[src/rtl/prg_loader_pkg.sv]
// Shared constants and state encoding for the Laser 500 program loader.
package laser500_pkg;

  localparam logic [7:0] VZ_TYPE_BASIC = 8'hF0;
  localparam logic [7:0] VZ_TYPE_BIN   = 8'hF1;
  localparam int         VZ_TYPE_OFS   = 21;
  localparam int         VZ_ADDR_OFS   = 22;

  typedef enum logic [2:0] {
    IDLE,
    HEADER,
    DATA,
    DRAIN,
    PTR_LO,
    PTR_HI,
    DONE
  } loader_state_t;

  // Only BASIC and machine-code images are loadable.
  function automatic logic is_valid_type(input logic [7:0] t);
    return (t == VZ_TYPE_BASIC) || (t == VZ_TYPE_BIN);
  endfunction

endpackage

[src/rtl/prg_loader_if.sv]
// Bundles the hps_io download stream and the RAM write port.
// master = loader side, slave = hps_io / RAM side.
interface prg_loader_if;

  logic        ioctl_download;
  logic [7:0]  ioctl_index;
  logic        ioctl_wr;
  logic [24:0] ioctl_addr;
  logic [7:0]  ioctl_data;
  logic        ioctl_wait;

  logic [15:0] mem_addr;
  logic [7:0]  mem_data;
  logic        mem_req;
  logic        mem_ack;

  modport master (
    input  ioctl_download, ioctl_index, ioctl_wr, ioctl_addr, ioctl_data, mem_ack,
    output ioctl_wait, mem_addr, mem_data, mem_req
  );

  modport slave (
    output ioctl_download, ioctl_index, ioctl_wr, ioctl_addr, ioctl_data, mem_ack,
    input  ioctl_wait, mem_addr, mem_data, mem_req
  );

endinterface

[src/rtl/prg_loader_fifo.sv]
// Small show-ahead byte FIFO between the download stream and the RAM writer.
module prg_loader_fifo #(
  parameter int DEPTH = 8
) (
  input  logic                       clk,
  input  logic                       reset_n,
  input  logic                       i_flush,
  input  logic                       i_push,
  input  logic [7:0]                 i_data,
  input  logic                       i_pop,
  output logic [7:0]                 o_data,
  output logic [$clog2(DEPTH):0]     o_count,
  output logic                       o_full,
  output logic                       o_empty
);

  localparam int AW = $clog2(DEPTH);
  localparam int CW = AW + 1;

  logic [7:0]    r_mem [DEPTH];
  logic [AW-1:0] r_wr_ptr;
  logic [AW-1:0] r_rd_ptr;
  logic [CW-1:0] r_count;
  logic          w_do_push;
  logic          w_do_pop;

  assign o_full    = (r_count == CW'(DEPTH));
  assign o_empty   = (r_count == '0);
  assign w_do_push = i_push && !o_full;
  assign w_do_pop  = i_pop && !o_empty;
  assign o_data    = r_mem[r_rd_ptr];
  assign o_count   = r_count;

  // Storage array needs no reset; only the pointers define validity.
  always_ff @(posedge clk) begin
    if (w_do_push) r_mem[r_wr_ptr] <= i_data;
  end

  // Pointer and occupancy bookkeeping; flush empties the FIFO in one cycle.
  always_ff @(posedge clk or negedge reset_n) begin
    if (!reset_n) begin
      r_wr_ptr <= '0;
      r_rd_ptr <= '0;
      r_count  <= '0;
    end else if (i_flush) begin
      r_wr_ptr <= '0;
      r_rd_ptr <= '0;
      r_count  <= '0;
    end else begin
      if (w_do_push) r_wr_ptr <= r_wr_ptr + 1'b1;
      if (w_do_pop)  r_rd_ptr <= r_rd_ptr + 1'b1;
      case ({w_do_push, w_do_pop})
        2'b10:   r_count <= r_count + 1'b1;
        2'b01:   r_count <= r_count - 1'b1;
        default: r_count <= r_count;
      endcase
    end
  end

endmodule

[src/rtl/prg_loader.sv]
// Laser 500 .VZ program loader: parses the header, streams the payload into
// RAM through a FIFO, patches the BASIC end pointer and reports the result.
// Optional macro PRG_LOADER_CKSUM_EN adds the prg_cksum payload sum output.
module prg_loader
  import laser500_pkg::*;
#(
  parameter logic [7:0]  PRG_INDEX      = 8'd1,
  parameter int          HDR_LEN        = 24,
  parameter int          FIFO_DEPTH     = 8,
  parameter logic [15:0] BASIC_PTR_ADDR = 16'h83E9
) (
  input  logic         clk,
  input  logic         reset_n,
  prg_loader_if.master bus,
  output logic         cpu_hold,
  output logic         load_done,
  output logic         load_err,
  output logic [7:0]   prg_type,
  output logic [15:0]  prg_start,
  output logic [15:0]  prg_end
`ifdef PRG_LOADER_CKSUM_EN
  ,
  output logic [15:0]  prg_cksum
`endif
);

  localparam int CNT_W = $clog2(FIFO_DEPTH) + 1;

  loader_state_t r_state;
  loader_state_t w_next;

  logic             r_accept_d;
  logic             r_bad;
  logic             r_ptr_sent;
  logic             r_cpu_hold;
  logic             r_load_done;
  logic             r_load_err;
  logic [7:0]       r_prg_type;
  logic [15:0]      r_prg_start;
  logic [15:0]      r_count;
  logic [15:0]      r_wr_addr;
  logic             r_mem_req;
  logic [15:0]      r_mem_addr;
  logic [7:0]       r_mem_data;
`ifdef PRG_LOADER_CKSUM_EN
  logic [15:0]      r_cksum;
`endif

  logic             w_accept;
  logic             w_accept_rise;
  logic             w_byte;
  logic             w_hdr_last;
  logic             w_in_ptr;
  logic             w_fifo_push;
  logic             w_fifo_pop;
  logic             w_push_ok;
  logic             w_push_drop;
  logic             w_issue;
  logic             w_ptr_issue;
  logic             w_acked;
  logic [15:0]      w_prg_end;
  logic [7:0]       w_fifo_data;
  logic [CNT_W-1:0] w_fifo_count;
  logic             w_fifo_full;
  logic             w_fifo_empty;

  assign w_accept      = bus.ioctl_download && (bus.ioctl_index == PRG_INDEX);
  assign w_accept_rise = w_accept && !r_accept_d;
  assign w_byte        = w_accept && bus.ioctl_wr;
  assign w_hdr_last    = (r_state == HEADER) && w_byte && (bus.ioctl_addr == 25'(HDR_LEN - 1));
  assign w_in_ptr      = (r_state == PTR_LO) || (r_state == PTR_HI);
  assign w_fifo_push   = (r_state == DATA) && !r_bad && w_byte && !w_accept_rise;
  assign w_push_ok     = w_fifo_push && !w_fifo_full;
  assign w_push_drop   = w_fifo_push && w_fifo_full;
  assign w_issue       = ((r_state == DATA) || (r_state == DRAIN)) && !r_mem_req &&
                         !w_fifo_empty && !w_accept_rise;
  assign w_fifo_pop    = w_issue;
  assign w_ptr_issue   = w_in_ptr && !r_mem_req && !r_ptr_sent && !w_accept_rise;
  assign w_acked       = r_mem_req && bus.mem_ack;
  assign w_prg_end     = r_prg_start + r_count;

  assign bus.ioctl_wait = (w_fifo_count >= CNT_W'(FIFO_DEPTH - 2));
  assign bus.mem_req    = r_mem_req;
  assign bus.mem_addr   = r_mem_addr;
  assign bus.mem_data   = r_mem_data;
  assign cpu_hold       = r_cpu_hold;
  assign load_done      = r_load_done;
  assign load_err       = r_load_err;
  assign prg_type       = r_prg_type;
  assign prg_start      = r_prg_start;
  assign prg_end        = w_prg_end;
`ifdef PRG_LOADER_CKSUM_EN
  assign prg_cksum      = r_cksum;
`endif

  prg_loader_fifo #(.DEPTH(FIFO_DEPTH)) u_fifo (
    .clk     (clk),
    .reset_n (reset_n),
    .i_flush (w_accept_rise),
    .i_push  (w_fifo_push),
    .i_data  (bus.ioctl_data),
    .i_pop   (w_fifo_pop),
    .o_data  (w_fifo_data),
    .o_count (w_fifo_count),
    .o_full  (w_fifo_full),
    .o_empty (w_fifo_empty)
  );

  // Loader state register.
  always_ff @(posedge clk or negedge reset_n) begin
    if (!reset_n) r_state <= IDLE;
    else          r_state <= w_next;
  end

  // Next-state logic; a fresh download edge restarts from any state.
  always_comb begin
    w_next = r_state;
    if (w_accept_rise) begin
      w_next = HEADER;
    end else begin
      case (r_state)
        IDLE:    w_next = IDLE;
        HEADER:  if (w_hdr_last) w_next = DATA;
                 else if (!bus.ioctl_download) w_next = DONE;
        DATA:    if (!bus.ioctl_download) w_next = r_bad ? DONE : DRAIN;
        DRAIN:   if (w_fifo_empty && !r_mem_req)
                   w_next = (r_prg_type == VZ_TYPE_BASIC) ? PTR_LO : DONE;
        PTR_LO:  if (w_acked) w_next = PTR_HI;
        PTR_HI:  if (w_acked) w_next = DONE;
        DONE:    w_next = IDLE;
        default: w_next = IDLE;
      endcase
    end
  end

  // Header capture, payload accounting, RAM request generation and status.
  always_ff @(posedge clk or negedge reset_n) begin
    if (!reset_n) begin
      r_accept_d  <= 1'b0;
      r_bad       <= 1'b0;
      r_ptr_sent  <= 1'b0;
      r_cpu_hold  <= 1'b0;
      r_load_done <= 1'b0;
      r_load_err  <= 1'b0;
      r_prg_type  <= '0;
      r_prg_start <= '0;
      r_count     <= '0;
      r_wr_addr   <= '0;
      r_mem_req   <= 1'b0;
      r_mem_addr  <= '0;
      r_mem_data  <= '0;
`ifdef PRG_LOADER_CKSUM_EN
      r_cksum     <= '0;
`endif
    end else begin
      r_accept_d  <= w_accept;
      r_load_done <= 1'b0;
      if (w_accept_rise) begin
        r_cpu_hold <= 1'b1;
        r_load_err <= 1'b0;
        r_count    <= '0;
        r_bad      <= 1'b0;
        r_mem_req  <= 1'b0;
        r_ptr_sent <= 1'b0;
`ifdef PRG_LOADER_CKSUM_EN
        r_cksum    <= '0;
`endif
      end else begin
        if (r_state == HEADER) begin
          if (w_byte) begin
            if (bus.ioctl_addr == 25'(VZ_TYPE_OFS)) r_prg_type <= bus.ioctl_data;
            if (bus.ioctl_addr == 25'(VZ_ADDR_OFS)) r_prg_start[7:0] <= bus.ioctl_data;
            if (bus.ioctl_addr == 25'(VZ_ADDR_OFS + 1)) begin
              r_prg_start[15:8] <= bus.ioctl_data;
              r_wr_addr         <= {bus.ioctl_data, r_prg_start[7:0]};
            end
            if (w_hdr_last && !is_valid_type(r_prg_type)) begin
              r_bad      <= 1'b1;
              r_load_err <= 1'b1;
            end
          end else if (!bus.ioctl_download) begin
            r_load_err <= 1'b1;
          end
        end
        if (w_push_ok) begin
          r_count <= r_count + 16'd1;
`ifdef PRG_LOADER_CKSUM_EN
          r_cksum <= r_cksum + {8'h00, bus.ioctl_data};
`endif
        end
        if (w_push_drop) r_load_err <= 1'b1;
        if (w_acked) r_mem_req <= 1'b0;
        if (w_issue) begin
          r_mem_req  <= 1'b1;
          r_mem_addr <= r_wr_addr;
          r_mem_data <= w_fifo_data;
          r_wr_addr  <= r_wr_addr + 16'd1;
        end
        if (w_ptr_issue) begin
          r_mem_req  <= 1'b1;
          r_ptr_sent <= 1'b1;
          r_mem_addr <= (r_state == PTR_LO) ? BASIC_PTR_ADDR : BASIC_PTR_ADDR + 16'd1;
          r_mem_data <= (r_state == PTR_LO) ? w_prg_end[7:0] : w_prg_end[15:8];
        end
        if (w_in_ptr && w_acked) r_ptr_sent <= 1'b0;
        if (r_state == DONE) begin
          r_load_done <= 1'b1;
          r_cpu_hold  <= 1'b0;
        end
      end
    end
  end

endmodule

[src/flat_wrapper.sv]
// flat-port wrapper written by rule: the top's interface ports become plain ports
module prg_loader_flat import laser500_pkg::*;
#(
  parameter logic [7:0]  PRG_INDEX      = 8'd1,
  parameter int          HDR_LEN        = 24,
  parameter int          FIFO_DEPTH     = 8,
  parameter logic [15:0] BASIC_PTR_ADDR = 16'h83E9
)
  (clk, reset_n, cpu_hold, load_done, load_err, prg_type, prg_start, prg_end, bus_ioctl_download, bus_ioctl_index, bus_ioctl_wr, bus_ioctl_addr, bus_ioctl_data, bus_mem_ack, bus_ioctl_wait, bus_mem_addr, bus_mem_data, bus_mem_req);
  prg_loader_if bus_i ();
  input  logic clk;
  input  logic reset_n;
  output logic cpu_hold;
  output logic load_done;
  output logic load_err;
  output logic [7:0] prg_type;
  output logic [15:0] prg_start;
  output logic [15:0] prg_end;
  input wire logic [$bits(bus_i.ioctl_download)-1:0] bus_ioctl_download;
  input wire logic [$bits(bus_i.ioctl_index)-1:0] bus_ioctl_index;
  input wire logic [$bits(bus_i.ioctl_wr)-1:0] bus_ioctl_wr;
  input wire logic [$bits(bus_i.ioctl_addr)-1:0] bus_ioctl_addr;
  input wire logic [$bits(bus_i.ioctl_data)-1:0] bus_ioctl_data;
  input wire logic [$bits(bus_i.mem_ack)-1:0] bus_mem_ack;
  output wire logic [$bits(bus_i.ioctl_wait)-1:0] bus_ioctl_wait;
  output wire logic [$bits(bus_i.mem_addr)-1:0] bus_mem_addr;
  output wire logic [$bits(bus_i.mem_data)-1:0] bus_mem_data;
  output wire logic [$bits(bus_i.mem_req)-1:0] bus_mem_req;
  assign bus_i.ioctl_download = bus_ioctl_download;
  assign bus_i.ioctl_index = bus_ioctl_index;
  assign bus_i.ioctl_wr = bus_ioctl_wr;
  assign bus_i.ioctl_addr = bus_ioctl_addr;
  assign bus_i.ioctl_data = bus_ioctl_data;
  assign bus_i.mem_ack = bus_mem_ack;
  assign bus_ioctl_wait = bus_i.ioctl_wait;
  assign bus_mem_addr = bus_i.mem_addr;
  assign bus_mem_data = bus_i.mem_data;
  assign bus_mem_req = bus_i.mem_req;
  prg_loader #(.PRG_INDEX(PRG_INDEX), .HDR_LEN(HDR_LEN), .FIFO_DEPTH(FIFO_DEPTH), .BASIC_PTR_ADDR(BASIC_PTR_ADDR)) u_core (.clk(clk), .reset_n(reset_n), .bus(bus_i), .cpu_hold(cpu_hold), .load_done(load_done), .load_err(load_err), .prg_type(prg_type), .prg_start(prg_start), .prg_end(prg_end));
endmodule
[config.mk]
export PLATFORM = sky130hd
export DESIGN_NAME = prg_loader_flat
export DESIGN_NICKNAME = d
export VERILOG_FILES = /design/src/rtl/prg_loader_pkg.sv /design/src/rtl/prg_loader_if.sv /design/src/rtl/prg_loader_fifo.sv /design/src/rtl/prg_loader.sv /design/src/flat_wrapper.sv
export SDC_FILE = /design/constraint.sdc
export NUM_CORES = 1
export LEC_CHECK = 0
export ABC_AREA = 1
export ABC_CLOCK_PERIOD_IN_PS = 3790
export BUFFER_PORTS_ARGS = -buffer_cell sky130_fd_sc_hd__buf_2
export CAP_MARGIN = 20
export CORE_ASPECT_RATIO = 1.1
export CORE_UTILIZATION = 40
export CTS_CLUSTER_DIAMETER = 100
export DETAILED_ROUTE_END_ITERATION = 10
export SLEW_MARGIN = 10
export SYNTH_ARGS = -nofsm -noshare
export SYNTH_HDL_FRONTEND = slang
export SYNTH_SLANG_ARGS = --single-unit
[constraint.sdc]
create_clock -name clk -period 3.79 [get_ports clk]
set_clock_uncertainty 0.1 [all_clocks]
set_input_delay 0.5685 -clock clk [delete_from_list [all_inputs] [get_ports clk]]
set_output_delay 0.5685 -clock clk [all_outputs]
set_load 0.05 [all_outputs]
==> qor.csv, run 1 <==
metric,value,unit
root_buffer,clkbuf_16,
globalRouteTotalUtil,21.7,%
end_kind,primary output,
p_leak,4.68,nW
rr_startpoint,u_core.r_state[1]$_DFFE_PN0P_,
cts_hold_buf,0,
syn-num-nets,989,
avgRoutedWirePerCell,16.9,um
cts_resized,0,
ioPinCount,115,
crit_required,3120,ps
place_congestion,0.941,
vdd_drop_max,0.343,mV
crit_chain,ha_1 -> inv_1 -> fa_1 -> o21ai_0 -> nand4_1 -> nand2_1 -> nand2_1 -> nand2_1 -> xor2_1 -> buf_2,
hold_viol_final,0,
yosysUniqueCellTypes,60,
max-clock-path-buffers,2,
antennaDiodeCount,0,
grt_max_degree,101,
drtIter0Drc,449,
synth_edf_count,64,
via_count,6937,
syn_area_per_cell,9.25,sq um
postCtsSetupBuffers,0,
cp_slowest_cell,dfrtp_1,
antenna_found_initial,0,
async_reset_ff_share,61.0,%
crit_type,register to primary output,
core_area,20700,sq um
yosys_warnings,0,
viasPerCell,5.18,
area_growth,17.4,%
nFillCells,1956,
seq_area_frac_synth,52.1,%
hold_path_class,input pin to async pin,
drive_gt1_share,19.5,%
io_buffers,114,
start_kind,register,
post-place-ws,890,ps
rsz0062_at_grt,no,
die_w,141,um
synth_seq_cells,164,
fin_crit_sh,88.5,%
final_nets,1111,
relSlewSlack,38.1,%
cts.sinks,164,
arrival,2690,ps
grt_pass1_wl,36.1,mm
syn_inst,919,
rows,55,
setup_tns,0,ps
critPathLaunch,u_core.r_count[0]$_DFFE_PN0P_,
hold_slack,86.1,ps
dp_hpwl,16.3,mm
postRouteAntennaNets,0,
post-route-util,48.2,%
cts_tree,yes,
post-route-min-period,3360,ps
synth_flop_cell,dfrtp_1,
syn-cell-area,8500,sq um
crit_path_max_incr_delay,410,ps
max_freq,298,MHz
drtPass1Iterations,5,
grt_pass1_vias,6655,
setup_viol,0,
final-instance-count-excl-fill,1339,
cts_buffers,17,
htree_levels,4,
status,"complete, no violations",
overflow,0,
initial_core_util,41.0,%
cpMostUsedCell,nand2_1,
path_clk_slew,60,ps
r2r_cells,9,
tightestPinTransition,921,ps
routed_wl,22.6,mm
cap_violations,0,
path_max_fanout,5,
maxSlewViolCount,0,
die_area,21800,sq um
worst_slack,435,ps
drc,0,
die_y,155,um
clk-insertion-delay-late,440,ps
dp.cells,1307,
p_per_area,480,nW/um^2
[cell usage in the layout, fill, tap and decap left out, drive strengths merged, types with 8 or more instances in the layout]
cell     Yosys  routed
o221ai       8       8
edfxtp      64      64
nand3       54      54
nand4       13      13
nand2      170     170
inv        102     107
o21ai      112     112
nor2        92      92
a21oi       32      32
clkbuf       9      19
dfrtp      100     100
ha          23      23
a2bb2oi     13      13
buf         17     129
clkinv       2       8
xor2        19      19
nor3        22      22
[stage by stage]
stage	area, sq um	total power [mW]
floorplan	8500	2.85
global placement	9400	3.12
detailed placement	9400	3.13
CTS	9980	4.82
global route	9980	4.99
finish	9980	4.79
[final cells by class]
| type | count | area, sq um | area share (%) |
|---|---|---|---|
| clock buffer | 19 | 453 | 4.54 |
| timing repair buffer | 129 | 698 | 7.00 |
| inverter | 104 | 398 | 3.99 |
| sequential | 164 | 4420 | 44.3 |
| multi-input combinational | 625 | 3520 | 35.3 |
| clock inverter | 13 | 124 | 1.24 |
| tap | 285 | 357 | 3.57 |
[critical path: cells and delay by family (launching register included)]
kind            cells  cell delay [ps]
simple gates        4              370
compound gates      1              340
buf+inv             2              350
xor+xnor            1              200
fa+ha+maj           2              600
flops               1              410
[power by group]
group / switching [mW] / internal (mW)
registers: 0.101 / 1.99
clock network: 0.749 / 0.949
logic: 0.717 / 0.281
total: 1.57 / 3.22
[layer usage]
metal	up-vias	GRT usage (%)	routed length, um	part of all wire (%)
li1	3403	-	-	-
met1	3318	29.0	10200	45
met2	196	36.1	10900	48
met3	20	3.91	1110	4.9
met4	0	6.31	380	1.7
met5	-	0	0	0
[registers in the layout, indices dropped and copies added (netlist names)]
signal / count
u_core.r_bad: 1
u_core.load_done: 1
u_core.r_accept_d: 1
u_core.r_wr_addr: 16
u_core.u_fifo.r_mem: 64
u_core.prg_start: 16
u_core.cpu_hold: 1
u_core.u_fifo.o_count: 4
u_core.r_state: 3
u_core.r_ptr_sent: 1
u_core.bus.mem_req: 1
u_core.bus.mem_addr: 16
u_core.load_err: 1
u_core.bus.mem_data: 8
u_core.u_fifo.r_wr_ptr: 3
u_core.prg_type: 8
u_core.r_count: 16
u_core.u_fifo.r_rd_ptr: 3
[Yosys cell counts, drive strengths merged (7+ instances only)]
| master | number | area (sq um) |
|---|---|---|
| nand2 | 170 | 676 |
| o21ai | 112 | 564 |
| inv | 102 | 385 |
| dfrtp | 100 | 2500 |
| nor2 | 92 | 414 |
| edfxtp | 64 | 1920 |
| nand3 | 54 | 293 |
| a21oi | 32 | 168 |
| ha | 23 | 288 |
| nor3 | 22 | 131 |
| xor2 | 19 | 166 |
| buf | 17 | 119 |
| a2bb2oi | 13 | 114 |
| nand4 | 13 | 100 |
| clkbuf | 9 | 33.8 |
| o221ai | 8 | 95.1 |
| a31oi | 7 | 43.8 |
| nor4 | 7 | 43.8 |
| o22ai | 7 | 43.8 |
[cells by family (layout without fill, tap and decap cells)]
family                     after synthesis  count (layout)  synth area share [%]
xor gates and xnor gates                25              25                  2.58
muxes                                    3               3                 0.353
AOI/OAI and AO/OA                      206             206                  14.6
buffers and inverters                  130             265                  6.48
DFF                                    164             164                  52.1
adders and majority gates               24              24                  3.62
and+or+nand+nor                        367             367                  20.3
[final timing paths]
| kind | endpoint | slack [ps] |
|---|---|---|
| max | prg_end[12] | 430 |
| min in group clk | u_core.bus.mem_req$_DFFE_PN0P_ | 320 |
| max in group asynchronous | u_core.r_bad$_DFFE_PN0P_ | 3070 |
| max reg2reg | u_core.bus.mem_addr[1]$_DFFE_PN0P_ | 1140 |
| min | u_core.bus.mem_addr[12]$_DFFE_PN0P_ | 90 |
| min reg2reg | u_core.bus.mem_addr[13]$_DFFE_PN0P_ | 380 |
Note: power is estimated with default switching activity, not from simulation.
==> inputs of run 2 (changes only) <==
- REMOVE_ABC_BUFFERS: default -> 1
==> qor.csv, run 2 (synthesis gave the netlist of run 1 again) <==
metric,value,unit
die_w,141,um
drtPass1Iterations,4,
r2r_cells,10,
path_clk_slew,60,ps
avgRoutedWirePerCell,16.8,um
crit_end,prg_end[12],
hold_viol_final,0,
cts_hold_buf,1,
htree_levels,4,
max_freq,291,MHz
tightestPinTransition,941,ps
critPathLaunch,u_core.r_count[0]$_DFFE_PN0P_,
die_area,21800,sq um
setup_tns,0,ps
cts_resized,0,
drtIter0Drc,459,
relSlewSlack,37.2,%
drc,0,
ioPinCount,115,
post-route-util,48.4,%
largest_reg_flops,64,
area_growth,18.1,%
viasPerCell,5.19,
nFillCells,1957,
rr_startpoint,u_core.r_state[1]$_DFFE_PN0P_,
clk-insertion-delay-late,430,ps
crit_required,3120,ps
initial_core_util,41.0,%
rows,55,
grt_pass1_vias,6779,
path_max_fanout,5,
routed_wl,22.5,mm
status,"complete, no violations",
root_buffer,clkbuf_16,
final_common_cell,nand2_1,
cts.sinks,164,
start_kind,register,
maxSlewViolCount,0,
max-clock-path-buffers,2,
core_area,20700,sq um
io_buffers,114,
antennaDiodeCount,0,
hold_path_class,input pin to register,
p_leak,4.71,nW
cts_tree,yes,
final_nets,1113,
drive_gt1_share,19.6,%
end_kind,primary output,
dpl-instance-area,9410,sq um
largest-register,u_core.u_fifo.r_mem,
setup_viol,0,
power,4.90,mW
grt_pass1_wl,36.2,mm
grt_max_degree,72,
antenna_found_initial,0,
die_y,155,um
cap_violations,0,
fin_crit_sh,90.8,%
worst_slack,350,ps
arrival,2770,ps
crit_type,register to primary output,
cts_buffers,17,
vdd_drop_max,0.300,mV
r2r_slack,1260,ps
via_count,6954,
final_area,10000,sq um
most-common-layout-cells,"nand2_1, buf_2, dfrtp_1, inv_1, o21ai_0",
place_congestion,0.878,
p_per_area,489,nW/um^2
post-route-min-period,3440,ps
post-place-ws,819,ps
dp_hpwl,16.4,mm
globalRouteTotalUtil,21.8,%
rsz0062_at_grt,no,
postCtsSetupBuffers,0,
overflow,0,
r2r_end,u_core.bus.mem_addr[1]$_DFFE_PN0P_,
postRouteAntennaNets,0,
-- run 2: critical path: stages, from the launching register on --
cell and delay (ps):
dfrtp_1 410, ha_1 190, inv_1 60, fa_1 410
o21ai_0 350, nand4_1 130, nand2_1 120, nand2_1 50
nand2_1 60, xor2_1 230, buf_2 310
-- run 2: final cells by class --
class / instances / area, sq um / area share [%]
repair buffers: 131 / 716 / 7.13
clock inverters: 12 / 139 / 1.38
multi-input cells: 625 / 3520 / 35.1
clock buffers: 20 / 478 / 4.76
inverters: 104 / 398 / 3.97
flip-flops and latches: 164 / 4420 / 44.1
well taps: 285 / 357 / 3.55
-- run 2: how the worst min path moves through the flow --
stage | slack, ps | end | startpoint | cells after the start
global route | 340 | u_core.u_fifo.r_mem[5][1]$_DFFE_PP_ | bus_ioctl_data[1] | 1
floorplan | 170 | u_core.bus.mem_addr[0]$_DFFE_PN0P_ | reset_n | 0
global placement | 350 | u_core.load_err$_DFFE_PN0P_ | u_core.load_err$_DFFE_PN0P_ | 2
detailed placement | 360 | u_core.load_err$_DFFE_PN0P_ | u_core.load_err$_DFFE_PN0P_ | 2
finish | 340 | u_core.u_fifo.r_mem[5][1]$_DFFE_PP_ | bus_ioctl_data[1] | 1
CTS | 330 | u_core.u_fifo.r_mem[5][1]$_DFFE_PP_ | bus_ioctl_data[1] | 1
-- run 2: through the flow --
step / hold WS [ps] / instances
after global routing: 344 / 1341
after detailed placement: 364 / 1308
after CTS: 329 / 1341
final: 340 / 1341
after global placement: 355 / 1308
after floorplan: 173 / 893
-- run 2: per-layer routing --
layer  part of all wire, %  wire length (um)  GRT usage (%)  vias up
met3                   3.9               868           3.42       36
met2                    47             10700           35.8      187
li1                      -                 -              -     3420
met1                    46             10400           28.8     3311
met5                     0                 0              0        -
met4                   2.8               631           8.95        0
-- run 2: power by group --
part	internal (mW)	switching (mW)	total [mW]	leakage [nW]
logic	0.280	0.716	0.996	2.58
registers	1.99	0.106	2.10	1.82
clock network	1.06	0.752	1.81	0.308
